### src/rtl/rr_lzc_arbiter.sv
// Round-robin valid/ready arbiter built on trailing-zero counters.
// A stalled selection can be locked until the downstream accepts it.

module lzc #(
  parameter int WIDTH = 4,
  parameter bit MODE  = 1'b0,
  parameter int CNT_W = (WIDTH > 1) ? $clog2(WIDTH) : 1
) (
  input  logic [WIDTH-1:0] i_in,
  output logic [CNT_W-1:0] o_cnt,
  output logic             o_empty
);

  logic [CNT_W-1:0] w_cnt;

  // MODE 0: index of lowest set bit; MODE 1: leading-zero count.
  always_comb begin
    w_cnt = '0;
    if (!MODE) begin
      for (int k = WIDTH - 1; k >= 0; k--) begin
        if (i_in[k]) w_cnt = CNT_W'(k);
      end
    end else begin
      for (int k = 0; k < WIDTH; k++) begin
        if (i_in[k]) w_cnt = CNT_W'(WIDTH - 1 - k);
      end
    end
  end

  assign o_cnt   = w_cnt;
  assign o_empty = ~|i_in;

endmodule

module rr_lzc_arbiter #(
  parameter int NUM_REQ    = 4,
  parameter int DATA_WIDTH = 32,
  parameter bit LOCK_IN    = 1'b1,
  parameter int IDX_W      = (NUM_REQ > 1) ? $clog2(NUM_REQ) : 1
) (
  input  logic                          clk_i,
  input  logic                          rst_ni,
  input  logic                          flush_i,
  input  logic [NUM_REQ-1:0]            req_i,
  input  logic [NUM_REQ*DATA_WIDTH-1:0] data_i,
  output logic [NUM_REQ-1:0]            gnt_o,
  output logic                          req_o,
  input  logic                          gnt_i,
  output logic [DATA_WIDTH-1:0]         data_o,
  output logic [IDX_W-1:0]              idx_o
);

  logic [IDX_W-1:0]      r_rr;
  logic                  r_lock;
  logic [IDX_W-1:0]      r_lock_idx;

  logic [NUM_REQ-1:0]    w_mask;
  logic [NUM_REQ-1:0]    w_req_m;
  logic [IDX_W-1:0]      w_idx_m;
  logic [IDX_W-1:0]      w_idx_a;
  logic                  w_empty_m;
  logic                  w_empty_a;
  logic [IDX_W-1:0]      w_arb;
  logic [IDX_W-1:0]      w_sel;
  logic                  w_req;
  logic                  w_xfer;
  logic [DATA_WIDTH-1:0] w_data [NUM_REQ];

  // Requesters above the last winner take precedence; empty mask wraps.
  always_comb begin
    w_mask = '0;
    for (int k = 0; k < NUM_REQ; k++) begin
      w_mask[k] = (k > int'(r_rr));
    end
  end

  assign w_req_m = req_i & w_mask;

  lzc #(
    .WIDTH (NUM_REQ),
    .MODE  (1'b0),
    .CNT_W (IDX_W)
  ) u_lzc_m (
    .i_in    (w_req_m),
    .o_cnt   (w_idx_m),
    .o_empty (w_empty_m)
  );

  lzc #(
    .WIDTH (NUM_REQ),
    .MODE  (1'b0),
    .CNT_W (IDX_W)
  ) u_lzc_a (
    .i_in    (req_i),
    .o_cnt   (w_idx_a),
    .o_empty (w_empty_a)
  );

  always_comb begin
    w_arb = '0;
    if (!w_empty_m)      w_arb = w_idx_m;
    else if (!w_empty_a) w_arb = w_idx_a;
  end

  assign w_sel = r_lock ? r_lock_idx : w_arb;

  always_comb begin
    for (int k = 0; k < NUM_REQ; k++) begin
      w_data[k] = data_i[k*DATA_WIDTH +: DATA_WIDTH];
    end
  end

  assign w_req  = req_i[w_sel];
  assign w_xfer = w_req & gnt_i;

  assign req_o  = w_req;
  assign idx_o  = w_sel;
  assign data_o = w_data[w_sel];
  assign gnt_o  = w_xfer ? (NUM_REQ'(1) << w_sel) : '0;

  always_ff @(posedge clk_i) begin
    if (!rst_ni || flush_i) begin
      r_rr       <= IDX_W'(NUM_REQ - 1);
      r_lock     <= 1'b0;
      r_lock_idx <= '0;
    end else if (w_xfer) begin
      r_rr   <= w_sel;
      r_lock <= 1'b0;
    end else if (LOCK_IN && w_req && !r_lock) begin
      r_lock     <= 1'b1;
      r_lock_idx <= w_sel;
    end else if (r_lock && !req_i[r_lock_idx]) begin
      // Held requester withdrew: drop the lock, keep the pointer.
      r_lock <= 1'b0;
    end
  end

endmodule

### config.mk
export PLATFORM = sky130hd
export DESIGN_NAME = rr_lzc_arbiter
export DESIGN_NICKNAME = d
export VERILOG_FILES = /design/src/rtl/rr_lzc_arbiter.sv
export SDC_FILE = /design/constraint.sdc
export NUM_CORES = 1
export LEC_CHECK = 0
export BUFFER_PORTS_ARGS = -buffer_cell sky130_fd_sc_hd__buf_2
export CAP_MARGIN = 20
export CORE_ASPECT_RATIO = 1.4
export CORE_MARGIN = 4
export CORE_UTILIZATION = 32
export CTS_BUF_LIST = sky130_fd_sc_hd__clkbuf_8 sky130_fd_sc_hd__clkbuf_16
export CTS_CLUSTER_SIZE = 8
export DETAILED_ROUTE_END_ITERATION = 12
export PLACE_DENSITY = 0.91
export SLEW_MARGIN = 20
export SYNTH_ARGS = -nofsm -noshare
export SYNTH_HDL_FRONTEND = slang
export SYNTH_HIERARCHICAL = 1
export SYNTH_SLANG_ARGS = --single-unit
export TNS_END_PERCENT = 1
### constraint.sdc
create_clock -name clk_i -period 3.7 [get_ports clk_i]
set_clock_uncertainty 0.15 [all_clocks]
set_input_delay 0.37 -clock clk_i [delete_from_list [all_inputs] [get_ports clk_i]]
set_output_delay 0.37 -clock clk_i [all_outputs]
set_load 0.02 [all_outputs]
==> results of run 1 <==
## layout by cell type, fill, tap and decap left out, types with 2 or more instances in the layout
master / instances
nand2_1: 3
nor3_1: 3
buf_4: 2
conb_1: 3
buf_2: 174
nand2b_2: 2
or2b_1: 2
nor2_1: 8
mux4_2: 32
dfxtp_1: 5
nor2b_1: 3
inv_1: 5
a311o_1: 2
nand2b_1: 2
buf_12: 2
o31ai_4: 2
nor4_2: 2
nand3_1: 3
and2b_4: 2
a21oi_1: 5
clkbuf_8: 3
## per-stage QoR
| step | utilization (%) | hold slack, ns |
|---|---|---|
| floorplan | - | 0.301 |
| detailed placement | 57.2 | 0.352 |
| finish | 58.4 | 0.263 |
| CTS | 58.4 | 0.254 |
| global route | 58.4 | 0.282 |
| global placement | 57.2 | 0.333 |
## metal layers
layer,vias up,share of wire (%)
met5,-,0
met1,818,37
li1,796,-
met2,113,53
met4,0,1.7
met3,12,8.4
## sequential cells by signal (all words and copies together) (netlist names)
signal,cells
r_lock,1
r_rr,2
r_lock_idx,2
## cells by family after synthesis
family	after synthesis
multiplexers	35
buffers and inverters	13
flip-flops	5
AO/OA/AOI/OAI	16
AND/OR/NAND/NOR	35
other	1
## critical path, stage by stage
cell and delay, ns:
buf_2 0.15, nor3b_1 0.18, nor4_2 0.38, and2b_4 0.26
o31ai_4 0.32, buf_12 0.26, mux4_2 0.57, buf_2 0.19
## worst paths after layout
kind,to,slack (ns),cells after the start
max,data_o[12],0.49,8
min,r_lock,0.26,2
max reg2reg,r_rr[1],0.85,8
min reg2reg,r_lock_idx[1],0.36,2
## power groups by stage
| stage | clock (mW) | sequential [mW] | combinational, mW |
|---|---|---|---|
| 2_1_floorplan | 0 | 0.0581 | 0.258 |
| 3_3_place_gp | 0 | 0.0599 | 0.411 |
| 3_5_place_dp | 0 | 0.0600 | 0.420 |
| 4_1_cts | 0.0997 | 0.0593 | 0.422 |
| 5_1_grt | 0.104 | 0.0594 | 0.446 |
| 6_report | 0.0976 | 0.0593 | 0.420 |
## final cells by class
type | count | area (um2) | area share [%]
multi-input cells | 89 | 1160 | 50.3
repair buffers | 178 | 926 | 40.1
flip-flops and latches | 5 | 100 | 4.34
well taps | 43 | 53.8 | 2.33
clock buffers | 3 | 41.3 | 1.79
inverters | 5 | 21.3 | 0.922
clock inverters | 1 | 3.75 | 0.163
==> impl_metrics.json, run 1 <==
{
  "peakVddDrop_uv": 348,
  "ys_types": 38,
  "worstPathArrival_ns": 2.69,
  "grtUsageMet2_pct": 42.8,
  "fp.dieH_um": 84.2,
  "power_density_mw_per_mm2": 250,
  "cts_buffers": 3,
  "fmax_ghz": 0.312,
  "gp_congestion": 0.849,
  "htreeDepth": 1,
  "dp.cells": 320,
  "synth_edf_count": 0,
  "cp_max_fo": 25,
  "setup_viol": 0,
  "finalCriticalPeriod_ns": 3.21,
  "synth_top_family_by_area": "multiplexers",
  "maxSlewHeadroom_pct": 63.6,
  "antenna_found_initial": 0,
  "yosys-top-cells-area": "mux4_2 54%, dfxtp_1 7.5%, nor2_1 2.3%, a21oi_1 1.9%, nor4_2 1.9%",
  "worstSetupStartpoint": "req_i[1]",
  "criticalPathCategory": "in2out",
  "synth_async_sr_flop_share_pct": 0,
  "hold_viol": 0,
  "cts_resized": 0,
  "synth_top_area_cell": "mux4_2",
  "start_util_pct": 33.6,
  "setup_tns_ns": 0,
  "synth.area.mux_share_pct": 57.6,
  "combPwrFrac_pct": 72.8,
  "yosys_warnings": 6,
  "end_kind": "primary output",
  "synth-seq-cells": 5,
  "p_sw_share_pct": 41.7,
  "cp.required_ns": 3.18,
  "p_total_uw": 576,
  "cp-start-kind": "input pin",
  "io_pins": 175,
  "synth_compound_area_share_pct": 10.7,
  "synth.avg_cell_area_um2": 12.6,
  "fp.coreArea_mm2": 0.00395,
  "syn_area_mm2": 0.00133,
  "grt_pass1_wl_um": 9940,
  "placed_area_mm2": 0.00226,
  "dieArea_mm2": 0.00525,
  "gr-usage-met1_pct": 29.1,
  "grt_use_met3_pct": 4.69,
  "leakage_nw": 1.19,
  "fin_area_mm2": 0.00231,
  "reg2reg_from": "r_rr[1]",
  "ant_nets": 0,
  "ys.flop_type": "dfxtp_1",
  "intPower_uw": 336,
  "tightest_slew_ns": 0.546,
  "synth_top_cell_area_share_pct": 54.3,
  "postCtsSetupBuffers": 0,
  "cts_max_path_buffers": 2,
  "synth-xor-area-share_pct": 0,
  "cts_tree": "done",
  "ctsHoldBuffers": 0,
  "fin_ws_ns": 0.494,
  "rsz0062_at_grt": "no",
  "outcome": "finished, final reports clean",
  "clkSinkCount": 5,
  "num_vias": 1739,
  "n_fill_cell": 334,
  "layout-drive-gt1-share_pct": 81.5,
  "clock_latency_ns": 0.22,
  "period_share_pct": 86.7,
  "drt_iter0_drc": 126,
  "synth_fa_ha_area_share_pct": 0,
  "grt_pass1_vias": 1856,
  "num_rows": 27,
  "dr.pass1.iters": 4,
  "routed_wl_um": 6390,
  "grtUsageTotal_pct": 23.9,
  "maxCapViolCount": 0,
  "hpwlAfterDp_um": 5660,
  "final_max_slew_viol_count": 0,
  "p_clk_share_pct": 16.9,
  "n_antenna_cell": 0,
  "grt_max_degree": 26,
  "synth_common_cells": "32 x mux4_2, 8 x nor2_1, 5 x a21oi_1, 5 x dfxtp_1, 4 x inv_1",
  "post-place-ws_ns": 0.495,
  "p_sw_uw": 240,
  "overflow": 0,
  "power_frac_seq_pct": 10.3,
  "final_cells": 324,
  "synth.most_common_cell": "mux4_2",
  "synthCells": 105,
  "hold_class": "in2reg",
  "busiest_layer": "met2",
  "drc": 0,
  "cts_root_buffer": "clkbuf_8",
  "viasPerCell": 5.37,
  "portBuffers": 174,
  "yosys.area_share.simple_pct": 17.7,
  "clk_transition_reported_paths_ns": 0.03,
  "hp-start": "gnt_i",
  "finalNetCount": 418,
  "die_x_um": 62.4,
  "seq_area_frac_synth_pct": 7.55,
  "area_growth_pct": 74.0,
  "wl_per_cell_um": 19.7
}
Note: power is estimated with default switching activity, not from simulation.
==> run 2: changes to the inputs <==
--- a/config.mk
+++ b/config.mk
@@ -7,9 +7,11 @@
 export LEC_CHECK = 0
 export BUFFER_PORTS_ARGS = -buffer_cell sky130_fd_sc_hd__buf_2
 export CAP_MARGIN = 20
+export CELL_PAD_IN_SITES_DETAIL_PLACEMENT = 0
+export CELL_PAD_IN_SITES_GLOBAL_PLACEMENT = 1
 export CORE_ASPECT_RATIO = 1.4
 export CORE_MARGIN = 4
-export CORE_UTILIZATION = 32
+export CORE_UTILIZATION = 21
 export CTS_BUF_LIST = sky130_fd_sc_hd__clkbuf_8 sky130_fd_sc_hd__clkbuf_16
 export CTS_CLUSTER_SIZE = 8
 export DETAILED_ROUTE_END_ITERATION = 12
==> run 2 against run 1 <==
Effect of this change: global-route usage decreased by 7.9 points; utilization decreased by 21 points; final cell count increased by 8.3%; sequential share of layout area about the same; count of clock-buffer cells in the layout unchanged; critical path depth decreased by 1; combinational power decreased by 1%; register-to-register slack improved by 0.11 ns; clock power decreased by 1%; die area increased by 46%; sequential cell count unchanged; largest cell class unchanged.
==> impl_metrics.json, run 2 (synthesis results as in run 1) <==
{
  "viasPerCell": 4.92,
  "fp.coreArea_mm2": 0.00617,
  "outcome": "finished, final reports clean",
  "worstPathArrival_ns": 2.76,
  "rsz0062_at_grt": "no",
  "cts_tree": "done",
  "drc": 0,
  "end_kind": "primary output",
  "peakVddDrop_uv": 286,
  "routed_wl_um": 6700,
  "gp_congestion": 0.849,
  "io_pins": 175,
  "p_sw_uw": 241,
  "reg.largest.list": "r_lock_idx: 2 flops, r_rr: 2 flops, r_lock: 1 flops",
  "setup_tns_ns": 0,
  "combPwrFrac_pct": 72.7,
  "cts_buffers": 3,
  "tightest_slew_ns": 0.500,
  "criticalPathCategory": "reg2out",
  "cp.required_ns": 3.18,
  "portBuffers": 174,
  "maxSlewHeadroom_pct": 66.6,
  "grt_max_degree": 41,
  "fmax_ghz": 0.305,
  "dp.cells": 347,
  "cts_max_path_buffers": 2,
  "num_rows": 34,
  "p_sw_share_pct": 42.1,
  "power_frac_seq_pct": 10.4,
  "final_cells": 351,
  "drt_iter0_drc": 30,
  "start_util_pct": 21.5,
  "die_x_um": 75.2,
  "final_common_cell": "buf_2",
  "dr.pass1.iters": 4,
  "maxCapViolCount": 0,
  "grt_pass1_vias": 1833,
  "most-common-layout-cells": "174 x buf_2, 32 x mux4_2, 8 x nor2_1",
  "dieArea_mm2": 0.00767,
  "hold_class": "in2reg",
  "clock_latency_ns": 0.22,
  "htreeDepth": 1,
  "postCtsSetupBuffers": 0,
  "power_density_mw_per_mm2": 247,
  "period_share_pct": 88.6,
  "final_max_slew_viol_count": 0,
  "cp-start-kind": "register",
  "n_antenna_cell": 0,
  "hpwlAfterDp_um": 5880,
  "overflow": 0,
  "setup_viol": 0,
  "ctsHoldBuffers": 0,
  "p_clk_share_pct": 16.9,
  "clkSinkCount": 5,
  "cts_root_buffer": "clkbuf_8",
  "intPower_uw": 331,
  "leakage_nw": 1.17,
  "wl_per_cell_um": 19.1,
  "cts_resized": 0,
  "fp.dieH_um": 102,
  "grt_pass1_wl_um": 9230,
  "grtUsageTotal_pct": 16.0,
  "clk_transition_reported_paths_ns": 0.04,
  "finalNetCount": 416,
  "ant_nets": 0,
  "layout-drive-gt1-share_pct": 81.4,
  "cp_max_fo": 32,
  "fin_util_pct": 37.5,
  "area_growth_pct": 74.6,
  "hold_viol": 0,
  "num_vias": 1728,
  "finalCriticalPeriod_ns": 3.28,
  "whs_ns": 0.297,
  "antenna_found_initial": 0
}
==> run 2: layer usage <==
metal	part of all wire (%)	vias up	GRT usage (%)	wire [um]
met3	16	8	6.00	1100
met2	50	108	28.3	3350
met4	0.95	0	4.17	64
met1	33	821	17.8	2190
li1	-	791	-	-
met5	0	-	0	0
==> run 2: layout make-up <==
cell class / instances / area (um2)
inverter: 5 / 21.3
clock buffer: 3 / 41.3
timing repair buffer: 176 / 898
fill: 625 / 3850
tap: 72 / 90.1
sequential: 5 / 100
clock inverter: 1 / 3.75
multi-input combinational: 89 / 1160
==> run 2: worst max-delay path, stage by stage (launching register included) <==
cell	delay, ns
dfxtp_1	0.38
nor3b_1	0.11
nor4_2	0.38
and2b_4	0.26
o31ai_4	0.34
buf_12	0.30
mux4_2	0.57
buf_2	0.18
==> run 2: power groups by stage <==
stage                     Combinational, mW  Clock (mW)  Sequential, mW
after detailed placement              0.417           0          0.0602
after global placement                0.413           0          0.0602
final                                 0.416      0.0965          0.0595
after global routing                  0.445       0.106          0.0597
after CTS                             0.420      0.0991          0.0594
after floorplan                       0.258           0          0.0581
==> run 2: final timing paths <==
check / endpoint / cells after the start / from / slack [ns]
setup / recovery: data_o[12] / 7 / r_rr[1] / 0.42
setup reg to reg: r_rr[1] / 8 / r_rr[1] / 0.96
hold reg to reg: r_lock_idx[0] / 2 / r_lock_idx[0] / 0.35
hold / removal: r_lock / 2 / gnt_i / 0.30
==> run 2: through the flow <==
stage / instance area (um2) / power, mW / setup WS [ns]
floorplan: 1330 / 0.316 / 0.648
global placement: 2270 / 0.473 / 0.507
detailed placement: 2270 / 0.477 / 0.421
CTS: 2320 / 0.579 / 0.392
global route: 2320 / 0.610 / 0.202
finish: 2320 / 0.572 / 0.422
